`src/rtl/leb128_pkg.sv`:
```
// Shared LEB128 definitions: FSM states and encoding length limits,
// used by both the encoder and the decoder side.
package leb128_pkg;

  typedef enum logic {IDLE, EMIT} state_t;

  localparam int LEB128_I32_MAX_BYTES = 5;
  localparam int LEB128_I64_MAX_BYTES = 10;
  localparam int LEB128_CONT_BIT      = 7;

endpackage

```
`src/rtl/leb128_group.sv`:
```
// One LEB128 group: byte to emit, done flag and next remainder from the current remainder.
// Combinational, zero latency; no flow control of its own.
module leb128_group
  import leb128_pkg::*;
#(
  parameter int MAX_BYTES = 10
) (
  input  logic [63:0] rem,
  input  logic        is_signed,
  input  logic        is64,
  input  logic        pad,
  input  logic [3:0]  count,
  output logic [7:0]  group_byte,
  output logic        done,
  output logic [63:0] rem_next
);

  logic       nat_done;
  logic [3:0] pad_len;

  always_comb begin
    nat_done = 1'b0;
    pad_len  = 4'd0;
    done     = 1'b0;
    // Signed streams end when the remaining bits are pure sign extension of bit 6.
    if (is_signed)
      nat_done = ((rem[63:7] == '0) && !rem[6]) || ((&rem[63:7]) && rem[6]);
    else
      nat_done = (rem[63:7] == '0);
    pad_len = is64 ? 4'(LEB128_I64_MAX_BYTES) : 4'(LEB128_I32_MAX_BYTES);
    done    = pad ? (count >= pad_len) : nat_done;
    if ({28'd0, count} >= MAX_BYTES)
      done = 1'b1;
    group_byte = {~done, rem[6:0]};
    group_byte[LEB128_CONT_BIT] = ~done;
    rem_next   = {{7{is_signed & rem[63]}}, rem[63:7]};
  end

endmodule

```
`src/rtl/pack_i64.sv`:
```
// Sequential LEB128 encoder: first byte 1 cycle after accept, then 1 byte/handshake.
// Outputs hold while output_z_ack=0; input_a_ack only in IDLE. LEB128_PAD_EN adds input_pad.
module pack_i64
  import leb128_pkg::*;
#(
  parameter int MAX_BYTES = 10
) (
  input  logic        clk,
  input  logic        reset,
  input  logic [63:0] input_a,
  input  logic        input_is64,
  input  logic        input_signed,
  input  logic        input_a_stb,
  output logic        input_a_ack,
  output logic [7:0]  output_z,
  output logic        output_z_stb,
  input  logic        output_z_ack,
  output logic        output_last,
  output logic [3:0]  output_len
`ifdef LEB128_PAD_EN
  ,
  input  logic        input_pad
`endif
);

  state_t      state, state_nxt;
  logic [63:0] rem, rem_nxt;
  logic        sgn, sgn_nxt;
  logic        is64, is64_nxt;
  logic        pad, pad_nxt;
  logic [3:0]  count, count_nxt;
  logic        pad_in;

  logic [7:0]  g_byte;
  logic        g_done;
  logic [63:0] g_rem_next;

`ifdef LEB128_PAD_EN
  assign pad_in = input_pad;
`else
  assign pad_in = 1'b0;
`endif

  leb128_group #(.MAX_BYTES(MAX_BYTES)) u_group (
    .rem        (rem),
    .is_signed  (sgn),
    .is64       (is64),
    .pad        (pad),
    .count      (count),
    .group_byte (g_byte),
    .done       (g_done),
    .rem_next   (g_rem_next)
  );

  always_ff @(posedge clk) begin
    if (reset) begin
      state <= IDLE;
      rem   <= '0;
      sgn   <= 1'b0;
      is64  <= 1'b0;
      pad   <= 1'b0;
      count <= '0;
    end else begin
      state <= state_nxt;
      rem   <= rem_nxt;
      sgn   <= sgn_nxt;
      is64  <= is64_nxt;
      pad   <= pad_nxt;
      count <= count_nxt;
    end
  end

  always_comb begin
    state_nxt = state;
    rem_nxt   = rem;
    sgn_nxt   = sgn;
    is64_nxt  = is64;
    pad_nxt   = pad;
    count_nxt = count;
    case (state)
      IDLE: begin
        if (input_a_stb) begin
          // 32-bit values are widened here so the group logic only ever sees 64 bits.
          rem_nxt   = input_is64 ? input_a
                                 : {{32{input_signed & input_a[31]}}, input_a[31:0]};
          sgn_nxt   = input_signed;
          is64_nxt  = input_is64;
          pad_nxt   = pad_in;
          count_nxt = 4'd1;
          state_nxt = EMIT;
        end
      end
      EMIT: begin
        if (output_z_ack) begin
          if (g_done) begin
            state_nxt = IDLE;
          end else begin
            rem_nxt   = g_rem_next;
            count_nxt = count + 4'd1;
          end
        end
      end
      default: state_nxt = IDLE;
    endcase
  end

  always_comb begin
    input_a_ack  = (state == IDLE);
    output_z_stb = (state == EMIT);
    output_z     = (state == EMIT) ? g_byte : 8'd0;
    output_last  = (state == EMIT) && g_done;
    output_len   = (state == EMIT) ? count : 4'd0;
  end

endmodule

```
`config.mk`:
```
export PLATFORM = sky130hd
export DESIGN_NAME = pack_i64
export DESIGN_NICKNAME = d
export VERILOG_FILES = /design/src/rtl/leb128_pkg.sv /design/src/rtl/leb128_group.sv /design/src/rtl/pack_i64.sv
export SDC_FILE = /design/constraint.sdc
export NUM_CORES = 1
export LEC_CHECK = 0
export CAP_MARGIN = 0
export CORE_MARGIN = 2
export CORE_UTILIZATION = 40
export CTS_BUF_LIST = sky130_fd_sc_hd__clkbuf_8
export DETAILED_ROUTE_END_ITERATION = 10
export GPL_TIMING_DRIVEN = 0
export HOLD_SLACK_MARGIN = 0.15
export MAX_ROUTING_LAYER = met4
export PLACE_DENSITY = 0.66
export SYNTH_ARGS = -nofsm -noshare
export SYNTH_HDL_FRONTEND = slang
export SYNTH_SLANG_ARGS = --single-unit
```
`constraint.sdc`:
```
create_clock -name clk -period 3.7 [get_ports clk]
set_input_delay 0.37 -clock clk [delete_from_list [all_inputs] [get_ports clk]]
set_output_delay 0.37 -clock clk [all_outputs]
set_load 0.05 [all_outputs]
```
==> results of run 1 <==
[layout by cell type, fill, tap and decap left out, types with 2 or more instances in the layout]
cell,instances
clkdlybuf4s50_1,82
clkinv_2,3
o31ai_1,7
buf_8,3
and2_1,10
nor3_1,4
nand4_1,19
buf_1,5
a21oi_1,59
dfxtp_1,70
ha_1,2
nor4_1,15
nand2_1,57
o211ai_1,25
inv_1,3
nor2_1,37
mux2i_1,32
a211oi_2,32
nand3b_1,6
nand3_1,4
buf_6,9
clkbuf_8,11
a311oi_1,2
buf_2,2
a41oi_1,2
clkbuf_1,22
[power by group]
group	switching [W]	total, W	internal, W
clock	0.000294	0.000636	0.000343
sequential	0.0000764	0.000893	0.000817
combinational	0.000243	0.000463	0.000220
[kinds of logic (layout without fill, tap and decap cells)]
family / count (synthesis) / in the layout / synth area share (%)
AO/OA/AOI/OAI: 133 / 133 / 26.8
buffers and inverters: 44 / 142 / 7.15
multiplexers: 33 / 33 / 8.69
XOR/XNOR: 1 / 1 / 0.230
AND/OR/NAND/NOR: 157 / 157 / 19.8
adder cells (fa/ha/maj): 2 / 2 / 0.656
flip-flops: 70 / 70 / 36.7
[final timing paths]
check | start | endpoint | depth (start not counted)
setup / recovery | rem[11]$_SDFFE_PP0P_ | output_last | 6
hold / removal | rem[49]$_SDFFE_PP0P_ | rem[49]$_SDFFE_PP0P_ | 2
setup reg to reg | rem[11]$_SDFFE_PP0P_ | rem[35]$_SDFFE_PP0P_ | 9
hold reg to reg | rem[49]$_SDFFE_PP0P_ | rem[49]$_SDFFE_PP0P_ | 2
[critical path, delay by kind of cell, from the launching register on]
kind	cells	cell delay [ns]
AOI/OAI and AO/OA	1	0.20
buffers and inverters	2	1.02
DFF	1	0.38
and+or+nand+nor	3	1.09
[cell type report]
cell class | instances | area share, %
Inverter | 2 | 0.150
Clock buffer | 11 | 3.03
Tap cell | 129 | 3.23
Sequential cell | 70 | 28.0
Buffer | 42 | 5.31
Timing Repair Buffer | 82 | 16.4
Multi-Input combinational cell | 326 | 42.9
Clock inverter | 5 | 0.976
[flip-flops by register name, summed over array words and instances (netlist names)]
signal / count
count: 4
output_z_stb: 1
rem: 64
sgn: 1
[routing by layer]
metal / vias up / global-route usage, % / wire length [um]
met3: 12 / 4.76 / 606
li1: 1812 / - / -
met2: 125 / 37.6 / 5510
met1: 1774 / 31.1 / 5340
met4: 0 / 6.55 / 163
met5: - / - / 0
[stage by stage]
step / power, W / area, um2
after floorplan: 0.00119 / 3820
after global placement: 0.00136 / 4800
after detailed placement: 0.00137 / 4800
after CTS: 0.00200 / 5000
after global routing: 0.00208 / 5000
final: 0.00199 / 5000
==> impl_metrics.json, run 1 <==
{
  "n_antenna_cell": 0,
  "grt_max_degree": 12,
  "die_h_um": 102,
  "syn_to_final_growth_pct": 31.0,
  "dpl.hpwl_um": 8670,
  "synth_seq_cells": 70,
  "post-cts-setup-buffers": 0,
  "finalSetupTns_ns": 0,
  "power_density_nw_per_um2": 399,
  "netlist.area_leader.share_pct": 36.7,
  "postLayoutCoreUtil_pct": 54.1,
  "cts_made_buffers": 9,
  "worst_setup_path_start_kind": "flop",
  "maxCapViolations": 0,
  "num_rows": 35,
  "ir_drop_uv": 175,
  "max-slew-margin-rel_pct": 42.7,
  "io_pins": 85,
  "crit_chain": "nor4_1 -> nand4_1 -> or4_1 -> buf_2 -> a31oi_1 -> clkdlybuf4s50_1",
  "fp.dieW_um": 102,
  "layout.nets": 605,
  "nFillCells": 906,
  "worst-r2r-setup-slack_ns": 1.16,
  "synth_area_leaders": "dfxtp_1 37%, a211oi_2 10%, mux2i_1 8.4%, a21oi_1 7.7%, nand2_1 5.6%",
  "syn_inst": 440,
  "yosysMostFrequentCell": "dfxtp_1",
  "grt-ovfl-total": 0,
  "status": "finished clean",
  "clkTransAtPathRegs_ns": 0.08,
  "vias_per_cell": 5.58,
  "drt_iter0_markers": 220,
  "grt_pass1_vias": 3625,
  "final_cell_count_no_fill": 667,
  "initial_core_util_pct": 41.3,
  "rsz0062_at_grt": "no",
  "seqCellArea_um2": 1400,
  "fin_crit_sh_pct": 92.2,
  "drc": 0,
  "p_leak_nw": 1.77,
  "min_period_ns": 3.41,
  "hold-worst-slack_ns": 0.496,
  "grtUsageTotal_pct": 23.9,
  "num_vias": 3723,
  "fmax_ghz": 0.293,
  "synth_area_per_cell_um2": 8.67,
  "synthTopCellsByCount": "70 x dfxtp_1, 59 x a21oi_1, 57 x nand2_1, 37 x nor2_1",
  "clock_skew_ns": 0.00919,
  "synthFlopType": "dfxtp_1",
  "drive_gt1_share_pct": 12.3,
  "cts_max_level": 3,
  "grt_pass1_wl_um": 18500,
  "worst_pin_slew_ns": 0.860,
  "worst_slack_ns": 0.288,
  "hold_viol": 0,
  "synth_enable_flop_cells": 0,
  "endpoint_kind": "output port",
  "crit_arrival_ns": 3.04,
  "place_ws_ns": 0.677,
  "io_buffers": 82,
  "cp_slowest_stage_delay_ns": 0.83,
  "ys_seq_area_share_pct": 36.7,
  "first_pass_iters": 5,
  "finalSetupViolCount": 0,
  "syn_nets": 512,
  "antenna_found_initial": 0,
  "cts_buffer_depth": 2,
  "core_area_um2": 9240,
  "crit_type": "reg -> out",
  "root_buffer": "clkbuf_8",
  "ctsHoldBuffers": 0,
  "clk_latency_ns": 0.35,
  "syn_area_um2": 3820,
  "required_ns": 3.33,
  "dp.cells": 651,
  "yosys_warnings": 0,
  "yosysTopAreaCell": "dfxtp_1",
  "yosysUniqueCellTypes": 37,
  "drv_slew": 0,
  "routed_wl_um": 11600,
  "clock-sinks": 70,
  "async_flop_share_pct": 0,
  "cts_resized": 0,
  "dieArea_um2": 10300,
  "crit_path_max_fanout": 6,
  "hold_class": "reg -> reg",
  "wl_per_cell_um": 17.4,
  "cts_tree": "built",
  "place_congestion": 0.861,
  "multiInputGateArea_um2": 2140,
  "ant_nets": 0,
  "slowest_stage": "clkdlybuf4s50_1"
}
Power figures use the tool's default switching activity.
==> run 2: changes to the inputs <==
GPL_ROUTABILITY_DRIVEN = 0   (was default)
==> impl_metrics.json, run 2 (synthesis gave the netlist of run 1 again) <==
{
  "rr_endpoint": "rem[30]$_SDFFE_PP0P_",
  "endpoint_kind": "output port",
  "final_cell_mix": "82 x clkdlybuf4s50_1, 70 x dfxtp_1, 59 x a21oi_1",
  "antenna_found_initial": 0,
  "cts_max_level": 3,
  "first_pass_iters": 4,
  "switching_share_pct": 31.4,
  "fmax_ghz": 0.297,
  "combPwrFrac_pct": 23.7,
  "clock-sinks": 70,
  "ctsHoldBuffers": 0,
  "required_ns": 3.33,
  "worstHoldStart": "rem[38]$_SDFFE_PP0P_",
  "cp.depth": 6,
  "p_leak_nw": 1.76,
  "cp_top_family": "simple AND/OR/NAND/NOR gates",
  "r2r_start": "rem[11]$_SDFFE_PP0P_",
  "num_vias": 3695,
  "cts_resized": 0,
  "grtUsageTotal_pct": 23.6,
  "root_buffer": "clkbuf_8",
  "crit_buf_inv": 2,
  "core_area_um2": 9240,
  "final_cell_area_um2": 4980,
  "worst_slack_ns": 0.329,
  "final_cell_count_no_fill": 667,
  "crit_type": "reg -> out",
  "cts_tree": "built",
  "cts_buffer_depth": 2,
  "crit_chain": "nor4_1 -> nand4_1 -> or4_1 -> buf_2 -> a31oi_1 -> clkdlybuf4s50_1",
  "critPathLaunch": "rem[11]$_SDFFE_PP0P_",
  "hold_viol": 0,
  "hold-worst-slack_ns": 0.492,
  "dpl.hpwl_um": 8640,
  "ir_drop_uv": 162,
  "slowest_stage": "clkdlybuf4s50_1",
  "drc": 0,
  "largest_reg_flops": 64,
  "seqPwrFrac_pct": 45.8,
  "dp.cells": 651,
  "r2r_cells": 9,
  "worst-r2r-setup-slack_ns": 1.19,
  "clockPowerShare_pct": 30.4,
  "worst_pin_slew_ns": 0.822,
  "regMostFlops": "rem",
  "worst_setup_path_start_kind": "flop",
  "grt_pass1_vias": 3589,
  "power_density_nw_per_um2": 392,
  "largest_registers": "rem (64), count (4)",
  "n_antenna_cell": 0,
  "dieArea_um2": 10300,
  "layout.nets": 605,
  "num_rows": 35,
  "nFillCells": 896,
  "syn_to_final_growth_pct": 30.5,
  "max-slew-margin-rel_pct": 45.2,
  "top_layer": "met4",
  "rsz0062_at_grt": "no",
  "io_buffers": 82,
  "p_sw_w": 0.000612,
  "clock_skew_ns": 0.00887,
  "crit_path_max_fanout": 6,
  "wl_per_cell_um": 17.4,
  "status": "finished clean",
  "clkTransAtPathRegs_ns": 0.08,
  "hold_class": "reg -> reg",
  "drt_iter0_markers": 160,
  "final_common_cell": "clkdlybuf4s50_1",
  "post-cts-setup-buffers": 0,
  "ant_nets": 0,
  "fin_crit_sh_pct": 91.1,
  "initial_core_util_pct": 41.3,
  "drv_slew": 0,
  "clk_latency_ns": 0.35,
  "maxCapViolations": 0,
  "met1_length_um": 5320,
  "endpoint": "output_last",
  "io_pins": 85,
  "crit_arrival_ns": 3.00,
  "p_int_w": 0.00134,
  "grt-ovfl-total": 0,
  "fp.dieW_um": 102,
  "routed_wl_um": 11600,
  "finalSetupViolCount": 0,
  "dr_wl_met3_um": 563,
  "finalSetupTns_ns": 0,
  "drive_gt1_share_pct": 12.1,
  "vias_per_cell": 5.54,
  "grt_max_degree": 12,
  "cp_slowest_stage_delay_ns": 0.83,
  "cts_made_buffers": 9,
  "min_period_ns": 3.37,
  "place_ws_ns": 0.698,
  "dpl_cell_area_um2": 4800,
  "grt_pass1_wl_um": 18400,
  "wl_met2_um": 5550,
  "die_h_um": 102
}
-- run 2: cell types whose count changed in the layout (fill, tap and decap cells not counted), sizes merged --
| cell | before | now |
|---|---|---|
| inv | 3 | 4 |
| clkbuf | 33 | 31 |
| clkinv | 3 | 4 |
-- run 2: power by group through the flow --
stage	clock [W]	sequential [W]	combinational [W]
after floorplan	0	0.000882	0.000308
after global placement	0	0.000907	0.000454
after detailed placement	0	0.000909	0.000461
after CTS	0.000594	0.000892	0.000464
after global routing	0.000629	0.000901	0.000502
final	0.000594	0.000894	0.000463
-- run 2: layout make-up --
type                       count  area, um2  area share (%)
multi-input combinational    326       2140            43.0
sequential                    70       1400            28.1
timing repair buffer          82        821            16.5
buffer                        42        265            5.33
tap                          129        161            3.24
clock buffer                   9        124            2.49
clock inverter                 7       57.6            1.16
inverter                       2       7.51           0.151
-- run 2: worst min-delay path by stage --
stage | to | slack, ns | depth (start not counted)
floorplan | rem[32]$_SDFFE_PP0P_ | 0.46 | 2
global placement | rem[38]$_SDFFE_PP0P_ | 0.48 | 2
detailed placement | rem[38]$_SDFFE_PP0P_ | 0.48 | 2
CTS | rem[38]$_SDFFE_PP0P_ | 0.49 | 2
global route | rem[45]$_SDFFE_PP0P_ | 0.52 | 2
finish | rem[38]$_SDFFE_PP0P_ | 0.49 | 2
-- run 2: through the flow --
step	utilization [%]	power, W
after floorplan	-	0.00119
after CTS	53.9	0.00195
after detailed placement	51.9	0.00137
after global routing	53.9	0.00203
after global placement	51.9	0.00136
final	53.9	0.00195
-- run 2: worst register-to-register path, delay by kind of cell (launching register included) --
kind | cells | cell delay [ns]
buffers and inverters | 3 | 0.50
flip-flops | 1 | 0.37
AND/OR/NAND/NOR | 4 | 1.22
AO/OA/AOI/OAI | 2 | 0.28
-- run 2: metal layers --
metal / vias to the layer above / global-route usage [%]
li1: 1824 / -
met1: 1755 / 30.9
met2: 101 / 37.2
met3: 15 / 4.00
met4: 0 / 7.38
met5: - / -
==> run 3: changes to the inputs <==
CORE_UTILIZATION = 34   (was 40)
PLACE_DENSITY = default   (was 0.66)
==> impl_metrics.json, run 3 (synthesis gave the netlist of run 1 again) <==
{
  "worst_setup_path_start_kind": "flop",
  "hold_viol": 0,
  "final_cell_mix": "82 x clkdlybuf4s50_1, 70 x dfxtp_1, 59 x a21oi_1",
  "final_cell_area_um2": 4980,
  "p_total_w": 0.00190,
  "worst_pin_slew_ns": 0.849,
  "cp_top_family": "simple AND/OR/NAND/NOR gates",
  "clockPowerShare_pct": 28.7,
  "cp_slowest_stage_delay_ns": 0.83,
  "wl_per_cell_um": 17.3,
  "hold-worst-slack_ns": 0.497,
  "min_period_ns": 3.38,
  "cts_resized": 0,
  "p_leak_nw": 1.75,
  "whs_path_depth": 2,
  "root_buffer": "clkbuf_8",
  "die_h_um": 110,
  "io_buffers": 82,
  "power_density_nw_per_um2": 382,
  "core_area_um2": 10900,
  "ir_drop_uv": 195,
  "hold_end": "rem[48]$_SDFFE_PP0P_",
  "place_ws_ns": 0.646,
  "dr_wl_met3_um": 644,
  "drv_slew": 0,
  "num_rows": 38,
  "maxCapViolations": 0,
  "clkTransAtPathRegs_ns": 0.08,
  "dpl.hpwl_um": 8890,
  "rr_endpoint": "rem[18]$_SDFFE_PP0P_",
  "grt_pass1_wl_um": 18600,
  "r2r_start": "rem[10]$_SDFFE_PP0P_",
  "largest_registers": "rem (64), count (4)",
  "combPwrFrac_pct": 24.3,
  "fin_crit_sh_pct": 91.2,
  "clk_latency_ns": 0.35,
  "max-slew-margin-rel_pct": 43.4,
  "crit_buf_inv": 2,
  "dpl_cell_area_um2": 4810,
  "initial_core_util_pct": 35.0,
  "layout.nets": 605,
  "finalSetupViolCount": 0,
  "drt_iter0_markers": 151,
  "cts_max_level": 3,
  "grt_pass1_vias": 3698,
  "met1_length_um": 5350,
  "worstHoldStart": "rem[48]$_SDFFE_PP0P_",
  "worst-r2r-setup-slack_ns": 1.15,
  "drc": 0,
  "first_pass_iters": 4,
  "status": "finished clean",
  "cts_tree": "built",
  "cts_buffer_depth": 2,
  "crit_type": "reg -> out",
  "fmax_ghz": 0.296,
  "syn_to_final_growth_pct": 30.5,
  "hold_class": "reg -> reg",
  "crit_chain": "nor4_1 -> nand4_1 -> or4_1 -> buf_2 -> a31oi_1 -> clkdlybuf4s50_1",
  "regMostFlops": "rem",
  "n_antenna_cell": 0,
  "clock-sinks": 70,
  "final_common_cell": "clkdlybuf4s50_1",
  "post-cts-setup-buffers": 0,
  "finalSetupTns_ns": 0,
  "dieArea_um2": 12100,
  "antenna_found_initial": 0,
  "top_layer": "met4",
  "grt_max_degree": 11,
  "clock_skew_ns": 0.0114,
  "grt-ovfl-total": 0,
  "slowest_stage": "clkdlybuf4s50_1",
  "num_vias": 3662,
  "critPathLaunch": "rem[10]$_SDFFE_PP0P_",
  "required_ns": 3.33,
  "grtUsageTotal_pct": 20.7,
  "worst_slack_ns": 0.324,
  "ant_nets": 0,
  "crit_arrival_ns": 3.01,
  "switching_share_pct": 31.4,
  "fp.dieW_um": 110,
  "io_pins": 85,
  "seqPwrFrac_pct": 47.0,
  "vias_per_cell": 5.41,
  "endpoint_kind": "output port",
  "cts_made_buffers": 9,
  "drive_gt1_share_pct": 11.7,
  "routed_wl_um": 11700,
  "largest_reg_flops": 64,
  "p_int_w": 0.00131,
  "p_sw_w": 0.000597,
  "ctsHoldBuffers": 0,
  "wl_met2_um": 5580,
  "r2r_cells": 9,
  "rsz0062_at_grt": "no",
  "crit_path_max_fanout": 6
}
[run 3: cell types whose count changed in the layout (fill, tap and decap cells not counted), sizes merged]
cell / previous run / this run
clkbuf: 31 / 33
inv: 4 / 5
clkinv: 4 / 1
bufinv: 1 / 0
[run 3: worst max path at each step]
stage	endpoint	slack (ns)	cells after the start
2_1_floorplan	output_last	1.02	4
3_3_place_gp	output_last	0.66	6
3_5_place_dp	output_last	0.65	6
4_1_cts	output_last	0.27	6
5_1_grt	output_last	0.12	6
6_report	output_last	0.32	6
[run 3: layer usage]
| metal | vias up | global-route usage [%] |
|---|---|---|
| li1 | 1818 | - |
| met5 | - | - |
| met3 | 14 | 4.56 |
| met2 | 96 | 33.5 |
| met4 | 0 | 5.15 |
| met1 | 1734 | 26.2 |
[run 3: final cells by class]
class                      instances  area [um2]
timing repair buffer              82         821
buffer                            42         265
fill                            1118        5910
multi-input combinational        326        2140
clock inverter                     4        16.3
inverter                           2        7.51
sequential                        70        1400
tap                              140         175
clock buffer                      11         151
[run 3: per-stage QoR]
stage	std cells	utilization, %
finish	677	45.7
global placement	662	44.2
global route	677	45.7
detailed placement	662	44.2
CTS	677	45.7
floorplan	440	-
[run 3: worst reg2reg max path: cells and delay by family (launching register included)]
kind / cells / cell delay [ns]
and+or+nand+nor: 4 / 1.23
buffers and inverters: 3 / 0.49
DFF: 1 / 0.38
AOI/OAI and AO/OA: 2 / 0.29
[run 3: power groups by stage]
stage	logic (W)	registers (W)	clock network (W)
after detailed placement	0.000463	0.000909	0
after global placement	0.000456	0.000908	0
after CTS	0.000465	0.000892	0.000551
after global routing	0.000508	0.000902	0.000583
after floorplan	0.000308	0.000882	0
final	0.000463	0.000894	0.000547
==> variant 1: new RTL, settings of run 1 <==
Build with the macro `LEB128_PAD_EN` defined.
--- a/src/rtl/pack_i64.sv
+++ b/src/rtl/pack_i64.sv
@@ -2,2 +2,4 @@
 // Outputs hold while output_z_ack=0; input_a_ack only in IDLE. LEB128_PAD_EN adds input_pad.
+`define LEB128_PAD_EN
+
 module pack_i64
Ports: changed (added input_pad); port bits go from 85 to 86. No check against the original RTL was run, so the function may have changed too.
==> variant 1 against run 1 <==
  * Sequential cell count increased by 2
  * Non-clock buffer count increased by 9
  * Sequential share of layout area decreased by 1.5 points
  * Synthesized area increased by 11%
  * Register-to-register slack got worse by 0.14 ns
  * Critical endpoint unchanged
  * Worst setup slack got worse by 0.076 ns
  * Cell count increased by 7.2%
  * Largest power group unchanged
  * Global-route usage increased by 0.86 points
  * Cell area increased by 8.6%
  * Worst hold slack got worse by 0.13 ns
  * Power decreased by 0.62%
  * Wire length increased by 15%
==> variant 1: results (changes against run 1) <==
pwr:
  power_frac_seq_pct: 45.3  # +0.5 points
  p_int_mw: 1.36  # -1.6%
  vdd_drop_max_uv: 175  # +0.41%
  p_seq_uw: 897  # +0.4%
routing:
  first_iter_violations: 268  # +22%
  wl_um: 13300  # +15%
hold_path:
  hold_depth: 3  # +1
  hp-start: "reset"
yosys:
  synthTopCellsByCount: "dfxtp_1 (72), a21oi_1 (59), o31ai_1 (57)"
  ys_seq_area_share_pct: 34.1  # -2.6 points
  syn_nets: 557  # +8.8%
  synth_area_per_cell_um2: 8.81  # +1.6%
  synth.area.top_cells: "dfxtp_1 (34%), or4b_1 (13%), o31ai_1 (10%)"
grt:
  grt_pass1_vias: 4153  # +15%
  met1_usage_pct: 32.6  # +1.4 points
  grt_pass1_wl_um: 21700  # +17%
  use_met3_pct: 4.13  # -0.63 points
placement:
  io_buffers: 83  # +1.2%
  gp_congestion: 0.919  # +6.7%
  dp_slack_ns: 0.598  # -0.0785 ns
  dp.cells: 699  # +7.4%
  dpl_cell_area_um2: 5230  # +9.0%
final_layout:
  fin_nets: 651  # +7.6%
  drive_gt1_share_pct: 6.04  # -6.2 points
  fillers: 1014  # +12%
setup_path:
  critical-path-max-stage-delay_ns: 0.79  # -0.04 ns
  timing.rr.end: "rem[53]$_SDFFE_PP0P_"
  crit_arrival_ns: 3.12  # +0.08 ns
  rr_worst_depth: 10  # +1
status:
  status: "finished, final reports clean"
sta:
  slew_headroom_pct: 50.5  # +7.8 points
  whs_ns: 0.367  # -0.129 ns
variant 1: worst reg2reg max path, delay by kind of cell, from the launching register on:
family | cells | cell delay, ns
buf+inv | 3 | 0.50
flops | 1 | 0.36
compound gates | 4 | 1.23
fa+ha+maj | 1 | 0.28
simple gates | 2 | 0.23
variant 1: worst max path at each step:
stage / start / to / slack [ns]
after CTS: is64$_SDFFE_PP0P_ / output_z[7] / 0.19
after global placement: rem[33]$_SDFFE_PP0P_ / output_last / 0.62
after floorplan: count[0]$_SDFFE_PP0P_ / output_z[7] / 1.06
after global routing: count[0]$_SDFFE_PP0P_ / output_z[7] / 0.03
after detailed placement: count[0]$_SDFFE_PP0P_ / output_z[7] / 0.60
final: rem[33]$_SDFFE_PP0P_ / output_last / 0.21
variant 1: logic make-up after synthesis:
kind of cell             synth area share (%)
buffers and inverters                    6.06
flip-flops                               34.1
AND/OR/NAND/NOR                          28.3
AO/OA/AOI/OAI                            21.3
adder cells (fa/ha/maj)                  1.78
multiplexers                             8.52
variant 1: area by class of cell:
| type | count | area (µm²) | area share (%) |
|---|---|---|---|
| timing repair buffer | 83 | 831 | 15.3 |
| clock inverter | 6 | 61.3 | 1.13 |
| multi-input combinational | 355 | 2530 | 46.6 |
| inverter | 3 | 11.3 | 0.207 |
| sequential | 72 | 1440 | 26.5 |
| clock buffer | 10 | 138 | 2.54 |
| buffer | 50 | 245 | 4.52 |
| tap | 136 | 170 | 3.13 |
variant 1: routing by layer:
metal | up-vias | part of all wire [%]
met5 | - | 0
met4 | 0 | 1.8
met3 | 28 | 6.1
met2 | 167 | 47
met1 | 2050 | 45
li1 | 2061 | -
==> variant 2: new RTL, flow settings as in run 1 <==
Without the edit above. Reset style: asynchronous (`reset`), changed in one clocked block.
--- a/src/rtl/pack_i64.sv
+++ b/src/rtl/pack_i64.sv
@@ -54,3 +54,3 @@
 
-  always_ff @(posedge clk) begin
+  always_ff @(posedge clk or posedge reset) begin
     if (reset) begin
Check against the original RTL: differs if reset is asserted again (counterexample within 4 cycles, from zero or initial values and one cycle with reset high); with reset held inactive, the same outputs for 4 cycles.
==> variant 2 against run 1 <==
  * Sequential share of layout area increased by 4.5 points
  * First-iteration DRC count decreased by 31%
  * Sequential cell count unchanged
  * Worst setup slack got worse by 0.075 ns
  * Utilization decreased by 1.5 points
  * Maximum frequency decreased by 2.1%
  * Cell area increased by 7.6%
  * Highest routed layer unchanged
  * Die area increased by 8.8%
  * Critical endpoint is now output_z[6]
  * Largest cell class unchanged
  * Wire length decreased by 2.8%
  * Non-clock buffer count decreased by 14
  * Synthesized area increased by 9.1%
Power is not compared: it rests on default switching activity, and its combinational part moved more than twofold at a synthesized area within 25%.
==> variant 2: results (changes against run 1) <==
final_layout:
  fillers: 897  # -0.99%
  drive_gt1_share_pct: 24.6  # +12 points
  reg_top3: "rem (64), count (4)"
  fin_nets: 530  # -12%
routing:
  dr_wl_met2_um: 5400  # -1.9%
  wl_met3_um: 517  # -15%
  first_iter_violations: 151  # -31%
  topRoutingLayerUsed: "met4"
  wl_met1_um: 5250  # -1.8%
  routedWlPerCell_um: 18.9  # +8.3%
  drtPass1Iterations: 5  # unchanged
  num_vias: 3289  # -12%
yosys:
  synth.area.top_cells: "dfrtp_1 (42%), mux2_4 (19%), mux2_2 (9.2%)"
  syn_nets: 436  # -15%
  ys_seq_area_share_pct: 42.1  # +5.3 points
  synthTopCellsByCount: "dfrtp_1 (70), mux2_4 (54), mux2_2 (34)"
  ys_types: 34  # -8.1%
  ys_warn_count: 0  # unchanged
  synthArstFlopShare_pct: 100  # +100 points
placement:
  io_buffers: 83  # +1.2%
  dp_slack_ns: 0.530  # -0.146 ns
  gp_congestion: 0.899  # +4.4%
  dp_hpwl_um: 8250  # -4.8%
sta:
  whs_ns: 0.507  # +0.0114 ns
  fin_skew_ns: 0.0119  # +0.00271 ns
  tightest_slew_ns: 0.878  # +0.0174 ns
  fin_crit_ns: 3.49  # +0.0747 ns
setup_path:
  crit_arrival_ns: 3.12  # +0.08 ns
  reg2reg_from: "rem[42]$_DFFE_PP0P_"
  rrSetupSlack_ns: 1.08  # -0.08 ns
  startpoint: "output_z_stb$_DFF_PP0_"
  path_max_fanout: 10  # +4
  rr_worst_depth: 7  # -2
  timing.rr.end: "rem[41]$_DFFE_PP0P_"
hold_path:
  hold_depth: 1  # -1
  hp-class: "flop to flop"
  hp-start: "rem[5]$_DFFE_PP0P_"
  hold_path_end: "rem[5]$_DFFE_PP0P_"
pwr:
  vdd_drop_max_uv: 542
  combPwrFrac_pct: 55.1
  p_leak_nw: 2.31
  p_sw_mw: 1.88
clock_network:
  post_cts_buffers: 0  # unchanged
  numCtsBuffers: 9  # unchanged
  insertion_delay_ns: 0.36
grt:
  grt_pass1_wl_um: 18000  # -2.6%
  grt_use_total_pct: 21.3  # -2.5 points
  met1_usage_pct: 28.2  # -3.0 points
  grt_max_degree: 71  # +59
  grtUsageMet2_pct: 33.8  # -3.8 points
  antenna_found_initial: 0  # unchanged
  grt_pass1_vias: 3383  # -6.7%
  use_met3_pct: 3.86  # -0.90 points
status:
  status: "finished, final reports clean"
-- variant 2: changes by cell type after synthesis, moves of 7 or more --
cell      delta
nand2_1     -30
a211oi_2    -32
nor2_1      -31
a21oi_1     -27
mux2_4      +54
mux2_2      +33
o21ai_0     +19
buf_6        -7
inv_1        +7
o211ai_1    -24
mux2i_1     -29
dfrtp_1     +70
dfxtp_1     -70
-- variant 2: critical path: stages (launching register included) --
cell and delay (ns):
dfrtp_1 0.43, clkbuf_1 0.45, clkbuf_1 0.48, clkbuf_1 0.39, and2_1 0.20, clkdlybuf4s50_1 0.80
-- variant 2: worst max path at each step --
stage | to | cells after the start
final | output_z[6] | 5
after global placement | rem[1]$_DFFE_PP0P_ | 2
after global routing | output_len[2] | 5
after floorplan | output_last | 4
after detailed placement | output_z[0] | 5
after CTS | output_z[0] | 5
-- variant 2: cells by family after synthesis --
family          after synthesis  share of synthesized area [%]
simple gates                 93                           12.1
mux                          91                           29.4
compound gates               72                           10.3
flops                        70                           42.1
buf+inv                      36                           5.56
fa+ha+maj                     2                          0.601
-- variant 2: final cells by class --
cell class                      instances  share of cell area [%]
Multi-Input combinational cell        258                    40.6
Inverter                                9                   0.675
Tap cell                              136                    3.16
Buffer                                 27                    3.70
Timing Repair Buffer                   83                    15.4
Clock buffer                           11                    2.82
Clock inverter                          5                    1.07
Sequential cell                        70                    32.6
-- variant 2: metrics by stage --
stage	cell area [µm²]	instances	total power, mW
after floorplan	4160	364	3.39
after global placement	5160	583	4.01
after detailed placement	5170	583	4.07
after CTS	5380	599	4.73
after global routing	5380	599	4.98
final	5380	599	4.72
-- variant 2: what timing repair did --
action / in CTS / in global routing
endpoints found under the setup margin: 0 / 1
hold buffers: 0 / 0
resized for setup: 0 / 2
